===== config.mk =====
export PLATFORM = sky130hd
export DESIGN_NAME = mem_port_arbiter_flat
export DESIGN_NICKNAME = d
export VERILOG_FILES = /design/src/rtl/mem_port_arbiter_pkg.sv /design/src/rtl/mem_port_arbiter_if.sv /design/src/rtl/mem_port_arbiter_resp_tracker.sv /design/src/rtl/mem_port_arbiter.sv /design/src/flat_wrapper.sv
export SDC_FILE = /design/constraint.sdc
export NUM_CORES = 1
export LEC_CHECK = 0
export ABC_AREA = 1
export CAP_MARGIN = 20
export CORE_MARGIN = 2
export CORE_UTILIZATION = 35
export DETAILED_ROUTE_END_ITERATION = 8
export HOLD_SLACK_MARGIN = 0.05
export PLACE_DENSITY = 0.77
export SLEW_MARGIN = 20
export SYNTH_ARGS = -nofsm -noshare
export SYNTH_HDL_FRONTEND = slang
export SYNTH_SLANG_ARGS = --single-unit

===== constraint.sdc =====
create_clock -name clk -period 1.55 [get_ports clk]
set_input_delay 0.31 -clock clk [delete_from_list [all_inputs] [get_ports clk]]
set_output_delay 0.31 -clock clk [all_outputs]
set_load 0.02 [all_outputs]

===== src/rtl/mem_port_arbiter_pkg.sv =====
`default_nettype none
// +----------------------------------------------------------------------+
// | Package : mem_arb_pkg                                                |
// | Shared types for the fetch / load-store SRAM port arbiter:           |
// | response owner encoding, response tag layout and the read enable.    |
// | Revision: 1.0 - initial release                                      |
// +----------------------------------------------------------------------+
package mem_arb_pkg;

  typedef enum logic {
    OWN_IF = 1'b0,
    OWN_D  = 1'b1
  } owner_e;

  typedef struct packed {
    logic   valid;
    logic   kill;
    owner_e owner;
  } resp_tag_t;

  localparam logic [3:0] WE_READ = 4'b0000;

  localparam resp_tag_t c_tag_empty = '{valid: 1'b0, kill: 1'b0, owner: OWN_IF};

endpackage
`default_nettype wire


===== src/rtl/mem_port_arbiter_if.sv =====
`default_nettype none
// +----------------------------------------------------------------------+
// | Interface : mem_port_arbiter_if                                      |
// | Bundles the fetch port, the load/store port and the SRAM macro port. |
// |   fetch : if_req, if_addr, if_flush -> if_gnt, if_stall,             |
// |           if_rvalid, if_rdata                                        |
// |   data  : d_req, d_we, d_addr, d_wdata -> d_gnt, d_rvalid, d_rdata   |
// |   sram  : mem_cs, mem_we, mem_addr, mem_wdata <- mem_rdata           |
// | Modport slave is the arbiter; master is the pipeline/SRAM side.      |
// | Revision: 1.0 - initial release                                      |
// +----------------------------------------------------------------------+
interface mem_port_arbiter_if #(
  parameter int ADDR_W = 14,
  parameter int DATA_W = 32
);
  logic              if_req;
  logic [ADDR_W-1:0] if_addr;
  logic              if_flush;
  logic              if_gnt;
  logic              if_stall;
  logic              if_rvalid;
  logic [DATA_W-1:0] if_rdata;

  logic              d_req;
  logic [3:0]        d_we;
  logic [ADDR_W-1:0] d_addr;
  logic [DATA_W-1:0] d_wdata;
  logic              d_gnt;
  logic              d_rvalid;
  logic [DATA_W-1:0] d_rdata;

  logic              mem_cs;
  logic [3:0]        mem_we;
  logic [ADDR_W-1:0] mem_addr;
  logic [DATA_W-1:0] mem_wdata;
  logic [DATA_W-1:0] mem_rdata;

  modport slave (
    input  if_req, if_addr, if_flush,
    output if_gnt, if_stall, if_rvalid, if_rdata,
    input  d_req, d_we, d_addr, d_wdata,
    output d_gnt, d_rvalid, d_rdata,
    output mem_cs, mem_we, mem_addr, mem_wdata,
    input  mem_rdata
  );

  modport master (
    output if_req, if_addr, if_flush,
    input  if_gnt, if_stall, if_rvalid, if_rdata,
    output d_req, d_we, d_addr, d_wdata,
    input  d_gnt, d_rvalid, d_rdata,
    input  mem_cs, mem_we, mem_addr, mem_wdata,
    output mem_rdata
  );
endinterface
`default_nettype wire


===== src/rtl/mem_port_arbiter_resp_tracker.sv =====
`default_nettype none
// +----------------------------------------------------------------------+
// | Module : resp_tracker                                                |
// | LAT-deep shift register of response tags. A tag enters on every      |
// | granted access and leaves LAT cycles later, aligned with the SRAM    |
// | read data. A flush marks every fetch-owned tag in flight as killed.  |
// |   clk, rst (async, active-low)                                       |
// |   i_push_valid / i_push_owner : tag of this cycle's granted access   |
// |   i_flush                     : kill in-flight fetch tags            |
// |   o_exit_tag                  : tag whose data is on mem_rdata now   |
// | Revision: 1.0 - initial release                                      |
// +----------------------------------------------------------------------+
module resp_tracker
  import mem_arb_pkg::*;
#(
  parameter int LAT = 1
) (
  input  logic      clk,
  input  logic      rst,
  input  logic      i_push_valid,
  input  owner_e    i_push_owner,
  input  logic      i_flush,
  output resp_tag_t o_exit_tag
);

  resp_tag_t r_tags [LAT];
  resp_tag_t w_next [LAT];

  always_comb begin
    w_next[0] = '{valid: i_push_valid, kill: 1'b0, owner: i_push_owner};
    for (int i = 1; i < LAT; i++) begin
      w_next[i] = r_tags[i-1];
    end
    // Killing while shifting means a tag flushed in any cycle of its
    // flight stays dead until it exits.
    for (int i = 0; i < LAT; i++) begin
      if (i_flush && (w_next[i].owner == OWN_IF)) begin
        w_next[i].kill = 1'b1;
      end
    end
  end

  always_ff @(posedge clk or negedge rst) begin
    if (!rst) begin
      for (int i = 0; i < LAT; i++) begin
        r_tags[i] <= c_tag_empty;
      end
    end else begin
      r_tags <= w_next;
    end
  end

  assign o_exit_tag = r_tags[LAT-1];

endmodule
`default_nettype wire


===== src/rtl/mem_port_arbiter.sv =====
`default_nettype none
// +----------------------------------------------------------------------+
// | Module : mem_port_arbiter                                            |
// | Shares one single-port fixed-latency SRAM between instruction fetch  |
// | and load/store. Data has default priority; fetch wins after          |
// | STARVE_MAX consecutive lost cycles. Read responses are routed back   |
// | to their requester; a fetch flush discards in-flight fetch reads.    |
// |   clk, rst (async, active-low)                                       |
// |   bus : mem_port_arbiter_if.slave (fetch, data and SRAM ports)       |
// | Revision: 1.0 - initial release                                      |
// +----------------------------------------------------------------------+
module mem_port_arbiter
  import mem_arb_pkg::*;
#(
  parameter int ADDR_W     = 14,
  parameter int DATA_W     = 32,
  parameter int LAT        = 1,
  parameter int STARVE_MAX = 4
) (
  input  logic                clk,
  input  logic                rst,
  mem_port_arbiter_if.slave   bus
);

  logic [2:0]        r_starve;
  logic [DATA_W-1:0] r_if_hold;
  logic [DATA_W-1:0] r_d_hold;

  logic              w_fetch_prio;
  logic              w_if_gnt;
  logic              w_d_gnt;
  logic              w_d_read;
  logic              w_push_valid;
  owner_e            w_push_owner;
  resp_tag_t         w_exit;
  logic              w_if_exit;
  logic              w_d_exit;
  logic [ADDR_W-1:0] w_mem_addr;

  // ---------------- arbitration ----------------
  assign w_fetch_prio = (r_starve == 3'(STARVE_MAX));
  // A flushing fetch stage never gets the port, so data may take it.
  assign w_if_gnt     = bus.if_req & ~bus.if_flush & (~bus.d_req | w_fetch_prio);
  assign w_d_gnt      = bus.d_req & ~w_if_gnt;
  assign w_d_read     = w_d_gnt & (bus.d_we == WE_READ);

  assign bus.if_gnt   = w_if_gnt;
  assign bus.if_stall = bus.if_req & ~w_if_gnt;
  assign bus.d_gnt    = w_d_gnt;

  assign w_mem_addr    = w_if_gnt ? bus.if_addr : bus.d_addr;
  assign bus.mem_cs    = w_if_gnt | w_d_gnt;
  assign bus.mem_we    = w_d_gnt ? bus.d_we : WE_READ;
  assign bus.mem_addr  = w_mem_addr;
  assign bus.mem_wdata = bus.d_wdata;

  // Counts cycles fetch lost to data. It saturates at STARVE_MAX so a
  // flush landing on the priority cycle cannot push it past the match.
  always_ff @(posedge clk or negedge rst) begin
    if (!rst) begin
      r_starve <= 3'd0;
    end else if (w_if_gnt || !bus.if_req) begin
      r_starve <= 3'd0;
    end else if (w_d_gnt && !w_fetch_prio) begin
      r_starve <= r_starve + 3'd1;
    end
  end

  // ---------------- response routing ----------------
  assign w_push_valid = w_if_gnt | w_d_read;
  assign w_push_owner = w_if_gnt ? OWN_IF : OWN_D;

  resp_tracker #(
    .LAT (LAT)
  ) u_resp_tracker (
    .clk          (clk),
    .rst          (rst),
    .i_push_valid (w_push_valid),
    .i_push_owner (w_push_owner),
    .i_flush      (bus.if_flush),
    .o_exit_tag   (w_exit)
  );

  // A flush in the exit cycle itself is caught here, not in the tracker.
  assign w_if_exit = w_exit.valid & (w_exit.owner == OWN_IF) & ~w_exit.kill & ~bus.if_flush;
  assign w_d_exit  = w_exit.valid & (w_exit.owner == OWN_D);

  assign bus.if_rvalid = w_if_exit;
  assign bus.if_rdata  = w_if_exit ? bus.mem_rdata : r_if_hold;
  assign bus.d_rvalid  = w_d_exit;
  assign bus.d_rdata   = w_d_exit ? bus.mem_rdata : r_d_hold;

  always_ff @(posedge clk or negedge rst) begin
    if (!rst) begin
      r_if_hold <= '0;
      r_d_hold  <= '0;
    end else begin
      if (w_if_exit) r_if_hold <= bus.mem_rdata;
      if (w_d_exit)  r_d_hold  <= bus.mem_rdata;
    end
  end

endmodule
`default_nettype wire


===== src/flat_wrapper.sv =====
// flat-port wrapper written by rule: the top's interface ports become plain ports
module mem_port_arbiter_flat import mem_arb_pkg::*;
#(
  parameter int ADDR_W     = 14,
  parameter int DATA_W     = 32,
  parameter int LAT        = 1,
  parameter int STARVE_MAX = 4
)
  (clk, rst, bus_if_req, bus_if_addr, bus_if_flush, bus_if_gnt, bus_if_stall, bus_if_rvalid, bus_if_rdata, bus_d_req, bus_d_we, bus_d_addr, bus_d_wdata, bus_d_gnt, bus_d_rvalid, bus_d_rdata, bus_mem_cs, bus_mem_we, bus_mem_addr, bus_mem_wdata, bus_mem_rdata);
  mem_port_arbiter_if #(.ADDR_W(ADDR_W), .DATA_W(DATA_W)) bus_i ();
  input  logic clk;
  input  logic rst;
  input wire logic [$bits(bus_i.if_req)-1:0] bus_if_req;
  input wire logic [$bits(bus_i.if_addr)-1:0] bus_if_addr;
  input wire logic [$bits(bus_i.if_flush)-1:0] bus_if_flush;
  output wire logic [$bits(bus_i.if_gnt)-1:0] bus_if_gnt;
  output wire logic [$bits(bus_i.if_stall)-1:0] bus_if_stall;
  output wire logic [$bits(bus_i.if_rvalid)-1:0] bus_if_rvalid;
  output wire logic [$bits(bus_i.if_rdata)-1:0] bus_if_rdata;
  input wire logic [$bits(bus_i.d_req)-1:0] bus_d_req;
  input wire logic [$bits(bus_i.d_we)-1:0] bus_d_we;
  input wire logic [$bits(bus_i.d_addr)-1:0] bus_d_addr;
  input wire logic [$bits(bus_i.d_wdata)-1:0] bus_d_wdata;
  output wire logic [$bits(bus_i.d_gnt)-1:0] bus_d_gnt;
  output wire logic [$bits(bus_i.d_rvalid)-1:0] bus_d_rvalid;
  output wire logic [$bits(bus_i.d_rdata)-1:0] bus_d_rdata;
  output wire logic [$bits(bus_i.mem_cs)-1:0] bus_mem_cs;
  output wire logic [$bits(bus_i.mem_we)-1:0] bus_mem_we;
  output wire logic [$bits(bus_i.mem_addr)-1:0] bus_mem_addr;
  output wire logic [$bits(bus_i.mem_wdata)-1:0] bus_mem_wdata;
  input wire logic [$bits(bus_i.mem_rdata)-1:0] bus_mem_rdata;
  assign bus_i.if_req = bus_if_req;
  assign bus_i.if_addr = bus_if_addr;
  assign bus_i.if_flush = bus_if_flush;
  assign bus_if_gnt = bus_i.if_gnt;
  assign bus_if_stall = bus_i.if_stall;
  assign bus_if_rvalid = bus_i.if_rvalid;
  assign bus_if_rdata = bus_i.if_rdata;
  assign bus_i.d_req = bus_d_req;
  assign bus_i.d_we = bus_d_we;
  assign bus_i.d_addr = bus_d_addr;
  assign bus_i.d_wdata = bus_d_wdata;
  assign bus_d_gnt = bus_i.d_gnt;
  assign bus_d_rvalid = bus_i.d_rvalid;
  assign bus_d_rdata = bus_i.d_rdata;
  assign bus_mem_cs = bus_i.mem_cs;
  assign bus_mem_we = bus_i.mem_we;
  assign bus_mem_addr = bus_i.mem_addr;
  assign bus_mem_wdata = bus_i.mem_wdata;
  assign bus_i.mem_rdata = bus_mem_rdata;
  mem_port_arbiter #(.ADDR_W(ADDR_W), .DATA_W(DATA_W), .LAT(LAT), .STARVE_MAX(STARVE_MAX)) u_core (.clk(clk), .rst(rst), .bus(bus_i));
endmodule

* Word-level counts from Yosys, hierarchy flattened
Cells that the tools add are included.
Widths: inputs -> output; s select.
** Word-level totals
- Register bits :: 70
- Bits in latches :: 0
- Memory bits (writable) :: 0
- Bits in read-only memories :: 0
- Input port bits :: 101
- Output and inout bits :: 120
- Logic and storage cells :: 40
- Memories :: 0
** Cells by class
- Add/sub/neg operators :: 1
- Multipliers :: 0
- Divide/modulo/power cells :: 0
- Magnitude comparators :: 0
- Equal/unequal tests :: 1
- Shift operators :: 0
- Multiplexer cells :: 8
- Bitwise operators :: 17
- Reductions and logical operators :: 7
** Operators with widths (number)
- $mux 32 :: 2
- $mux 14 :: 1
- $and 1x1->1 :: 9
- $mux 3 :: 2
- $not 1->1 :: 5
- $logic_not 4->1 :: 1
- $mux 4 :: 1
- $add 3x1->3 const B :: 1
- $eq 3x3->1 const B :: 1
- $or 1x1->1 :: 3
- $logic_and 1x1->1 :: 2
- $logic_not 1->1 :: 2
- $mux 1 :: 2
- $reduce_bool 2->1 :: 1
- $logic_or 1x1->1 :: 1

* Depth between registers and ports, before layout
- Depth after elaboration :: 8
- Mapped depth :: 9
- Depth with buffers taken out :: 8

* By module
Synthesis repeated with hierarchy kept, for this count alone.
** Unflattened totals
- Cell total of the unflattened synthesis :: 367
- Area total of the unflattened synthesis :: 3206.8 µm²
** By module, submodules not included
- mem_port_arbiter :: times used 1, cells an instance 362, area each 3121.7 µm², sequential area each 1676.6 µm²
- resp_tracker :: times used 1, cells an instance 5, area each 85.1 µm², sequential area each 75.1 µm²

* Worst setup path before layout
Ideal clock, no wire load.
- Kind :: register -> output
- From :: reg u_core.u_resp_tracker.r_tags (netlist bit u_core.u_resp_tracker.o_exit_tag[0])
- To :: out bus_if_rdata[4]
- Arrival :: 1341 ps
- Required time :: 1240 ps
- Setup slack :: -101 ps
- Stages on the path, launching flop included :: 6
- Buffers on the path :: 2
- Cell sequence :: dfrtp_1 -> nor2_1 -> nand3_1 -> buf_4 -> buf_6 -> o21ai_0
** On the way
- Cells in the longest elaborated chain, start to end :: 5
** RTL lines
- start: declaration :: RTL line mem_port_arbiter_resp_tracker.sv:26 : resp_tag_t r_tags [LAT];
- start signal: indexed assignment :: RTL line mem_port_arbiter_resp_tracker.sv:46 : r_tags[i] <= c_tag_empty;
- start signal: assignment :: RTL line mem_port_arbiter_resp_tracker.sv:49 : r_tags <= w_next;
- $not 1->1 :: RTL line mem_port_arbiter.sv:85 : assign w_if_exit = w_exit.valid & (w_exit.owner == OWN_IF) & ~w_exit.kill & ~bus.if_flush;
- $and 1x1->1 (3 in series) :: RTL line mem_port_arbiter.sv:85
- $mux 32 :: RTL line mem_port_arbiter.sv:89 : assign bus.if_rdata = w_if_exit ? bus.mem_rdata : r_if_hold;
- end: declaration :: RTL line flat_wrapper.sv:19 : output wire logic [$bits(bus_i.if_rdata)-1:0] bus_if_rdata;
Every way passes these cells.

* Worst setup path after layout
- From :: reg u_core.r_starve[1]
- To :: out bus_mem_addr[3]
** On the way
- Cells in the longest elaborated chain, start to end :: 4
** RTL lines
- start: declaration :: RTL line mem_port_arbiter.sv:25 : logic [2:0] r_starve;
- start signal: assignment :: RTL line mem_port_arbiter.sv:65 : r_starve <= r_starve + 3'd1;
- $eq 3x3->1 :: RTL line mem_port_arbiter.sv:41 : assign w_fetch_prio = (r_starve == 3'(STARVE_MAX));
- $or 1x1->1 :: RTL line mem_port_arbiter.sv:43 : assign w_if_gnt = bus.if_req & ~bus.if_flush & (~bus.d_req | w_fetch_prio);
- $and 1x1->1 :: RTL line mem_port_arbiter.sv:43
- $mux 14 :: RTL line mem_port_arbiter.sv:51 : assign w_mem_addr = w_if_gnt ? bus.if_addr : bus.d_addr;
- end: declaration :: RTL line flat_wrapper.sv:29 : output wire logic [$bits(bus_i.mem_addr)-1:0] bus_mem_addr;
Every way passes these cells.

==> impl_metrics.tcl <==
set metrics [dict create \
    place_hpwl_um 7230 \
    rsz_0062_raised_after_global_routing "yes" \
    post_drt_via_cell_ratio 4.89 \
    tritoncts "done" \
    floorplan.die_area_um2 9780 \
    globalplace.congestion 0.899 \
    nNetsFinal 729 \
    clock_tree.htree_level_count 3 \
    critPathMaxFanout 7 \
    layout_worst_path_cycle_share_pct 132 \
    fmax_mhz 491 \
    synthSimpleGateAreaFrac_pct 16.5 \
    final_core_util_pct 87.1 \
    violations "negative setup slack" \
    worst-endpoint-arrival_ps 1730 \
    grt.overflow.total 0 \
    main_combinational_cell_family_by_area_after_synthesis "buffers and inverters" \
    yosys.area_share.xor_xnor_pct 0 \
    std_cell_rows 34 \
    startpoint_type "flip-flop" \
    max-vdd-ir-drop_mv 0.536 \
    hp-class "reg -> reg" \
    global_route.usage.total_pct 25.5 \
    run_status "finished, violations left" \
    cts.sinks 70 \
    finalSetupViolations 101 \
    first_global_vias 3717 \
    synth_cell_types 20 \
    drc_errors 0 \
    final_layout_size_suffix_gt1_share_pct 66.7 \
    cts_root_buf "sky130_fd_sc_hd__clkbuf_8" \
    pin_count_of_the_biggest_net_entering_global_routing 39 \
    timing.critical_path.to_type "output pin" \
    tritoncts.num_buffers 9 \
    die_w_um 98.9 \
    yosysSeqAreaShare_pct 55.6 \
    synth_adder_area_share_pct 0.794 \
    vias 3613 \
    grt_antenna_before_repair 0 \
    post_syn_area_um2 3150 \
    synth_edf_count 0 \
    fill_cells 398 \
    ys_warn_count 0 \
    dpl_cell_area_um2 4980 \
    final_antenna_net_count 0 \
    power.leakage_nw 3.70 \
    final_period_minus_worst_setup_slack_ps 2040 \
    synth-main-ff-cell "sky130_fd_sc_hd__dfrtp_1" \
    syn-instance-count 367 \
    post_synthesis_net_count 470 \
    die_y_um 98.9 \
    synth_top_area_share_pct 55.6 \
    postSynthRegisterBits 70 \
    timing.critical_path.required_ps 1240 \
    wire_length_of_the_first_global_routing_pass_um 19200 \
    yosys-top-cells-count "sky130_fd_sc_hd__nand2_1 (116), sky130_fd_sc_hd__dfrtp_1 (70), sky130_fd_sc_hd__o21ai_0 (57)" \
    clock_tree.buffer_depth 2 \
    max_cap_viol_count 0 \
    portBuffers 156 \
    setup.worst_path.class "reg -> out" \
    detailedPlace.worstSlack_ps -880 \
    n_antenna_cell 0 \
    netlist.top_cell.by_area "sky130_fd_sc_hd__dfrtp_1" \
    power_per_cell_area_nw_per_um2 918 \
    worst_skew_pair.late_latency_ps 360 \
    synth_most_common_cell "sky130_fd_sc_hd__nand2_1" \
    first_iter_violations 77 \
    synth.area.mux_share_pct 0 \
    routedWlPerCell_um 21.5 \
    post-layout-total-power_mw 6.97 \
    fp.coreArea_um2 8720 \
    setup_total_negative_slack_ps -35290 \
    synth_compound_area_share_pct 10.6 \
    clkTransAtPathRegs_ps 90 \
    layout_skew_ps 14.0 \
    start_util_pct 36.1 \
    synthToLayoutAreaGrowth_pct 141 \
    post_synth_main_area_contributors "sky130_fd_sc_hd__dfrtp_1 (56%), sky130_fd_sc_hd__nand2_1 (14%), sky130_fd_sc_hd__o21ai_0 (9.1%)" \
    detail_route.wirelength_um 15900 \
    postSynth.asyncResetShare_pct 100 \
    post-route-cell-area_um2 7590 \
    post_route_setup_slack_ps -489 \
    final_hold_viol_count 0 \
    final-max-slew-violation-count 0 \
    io-pin-count 221 \
    dr.pass1.iters 4 \
    syn-mean-instance-area_um2 8.59 \
]
==> area by class of cell <==
class / instances / area [um2] / area share, %
clock buffers: 9 / 124 / 1.63
clock inverters: 7 / 82.6 / 1.09
inverters: 46 / 201 / 2.65
multi-input cells: 202 / 2060 / 27.2
flip-flops and latches: 70 / 1750 / 23.1
well taps: 108 / 135 / 1.78
repair buffers: 296 / 3220 / 42.4
repair inverters: 1 / 16.3 / 0.214
==> worst max-delay path, cell delays in order (launching register included) <==
cell                       delay (ps)
sky130_fd_sc_hd__dfrtp_1          390
sky130_fd_sc_hd__inv_2             60
sky130_fd_sc_hd__ha_4             170
sky130_fd_sc_hd__nand2_4           70
sky130_fd_sc_hd__nand2_4           70
sky130_fd_sc_hd__nand2_8          120
sky130_fd_sc_hd__buf_6            130
sky130_fd_sc_hd__clkinv_8          70
sky130_fd_sc_hd__nand2_2           80
sky130_fd_sc_hd__nand2_2           70
sky130_fd_sc_hd__buf_6            130
==> routing by layer <==
metal  up-vias  global-route usage, %  part of all wire, %
met3        51                   7.30                  6.8
met2       199                   47.3                   56
met5         -                      0                    0
li1       1615                      -                    -
met4         0                   10.1                  4.6
met1      1748                   27.0                   33
==> final timing paths <==
kind,start,endpoint,slack [ps],cells past startpoint
setup / recovery,u_core.r_starve[1]$_DFFE_PN0P_,bus_mem_addr[3],-490,10
hold / removal,u_core.r_if_hold[17]$_DFF_PN0_,u_core.r_if_hold[17]$_DFF_PN0_,490,2
setup reg to reg,u_core.u_resp_tracker.o_exit_tag[0]$_DFF_PN0_,u_core.r_if_hold[31]$_DFF_PN0_,-340,11
hold reg to reg,u_core.r_if_hold[17]$_DFF_PN0_,u_core.r_if_hold[17]$_DFF_PN0_,490,2
max in group asynchronous,rst,u_core.r_if_hold[15]$_DFF_PN0_,580,3
min in group asynchronous,rst,u_core.r_if_hold[1]$_DFF_PN0_,590,3
==> cell families (layout without fill, tap and decap cells) <==
group,after synthesis,in the layout
AO/OA/AOI/OAI,66,66
AND/OR/NAND/NOR,133,133
flip-flops,70,70
other,1,1
buffers and inverters,95,359
adder cells (fa/ha/maj),2,2
==> through the flow <==
step / hold slack (ps) / instances
global route: 512 / 739
global placement: 362 / 627
finish: 492 / 739
detailed placement: 372 / 627
floorplan: 14.4 / 367
CTS: 489 / 692
==> power by group <==
part,internal [mW],switching (mW),total [mW]
clock,0.765,0.781,1.55
combinational,1.68,1.46,3.14
sequential,2.09,0.194,2.28
total,4.53,2.43,6.97
==> cells in the final DEF, fill, tap and decap left out, types with 2 or more instances in the layout <==
master	synthesis	routed
sky130_fd_sc_hd__buf_12	0	9
sky130_fd_sc_hd__buf_16	0	8
sky130_fd_sc_hd__buf_4	34	81
sky130_fd_sc_hd__buf_6	3	118
sky130_fd_sc_hd__buf_8	0	8
sky130_fd_sc_hd__clkbuf_16	0	3
sky130_fd_sc_hd__clkbuf_8	0	9
sky130_fd_sc_hd__clkdlybuf4s50_1	0	64
sky130_fd_sc_hd__clkinv_4	0	2
sky130_fd_sc_hd__clkinvlp_4	0	2
sky130_fd_sc_hd__dfrtp_1	70	69
sky130_fd_sc_hd__dlygate4sd2_1	0	2
sky130_fd_sc_hd__inv_1	45	40
sky130_fd_sc_hd__inv_2	0	4
sky130_fd_sc_hd__nand2_1	116	23
sky130_fd_sc_hd__nand2_2	1	36
sky130_fd_sc_hd__nand2_4	1	57
sky130_fd_sc_hd__nand2_8	0	2
sky130_fd_sc_hd__nand3_2	0	2
sky130_fd_sc_hd__nor2_1	9	4
sky130_fd_sc_hd__nor2_2	0	5
sky130_fd_sc_hd__o21ai_2	0	17
sky130_fd_sc_hd__o21ai_4	0	47
==> what timing repair did <==
action | in CTS | in global routing
buffers inserted | 39 | 59
resized for setup | 752 | 202
pin swaps | 8 | 22
cloned | 9 | 3
hold endpoints to repair | 70 | 0
endpoints found under the setup margin | 88 | 96
hold buffers | 1 | 0
==> sequential cells by signal, summed over array words and instances, names as in the netlist <==
name                              count
u_core.r_if_hold                     32
u_core.r_d_hold                      32
u_core.r_starve                       3
u_core.u_resp_tracker.o_exit_tag      3
Note: power is estimated with default switching activity, not from simulation.
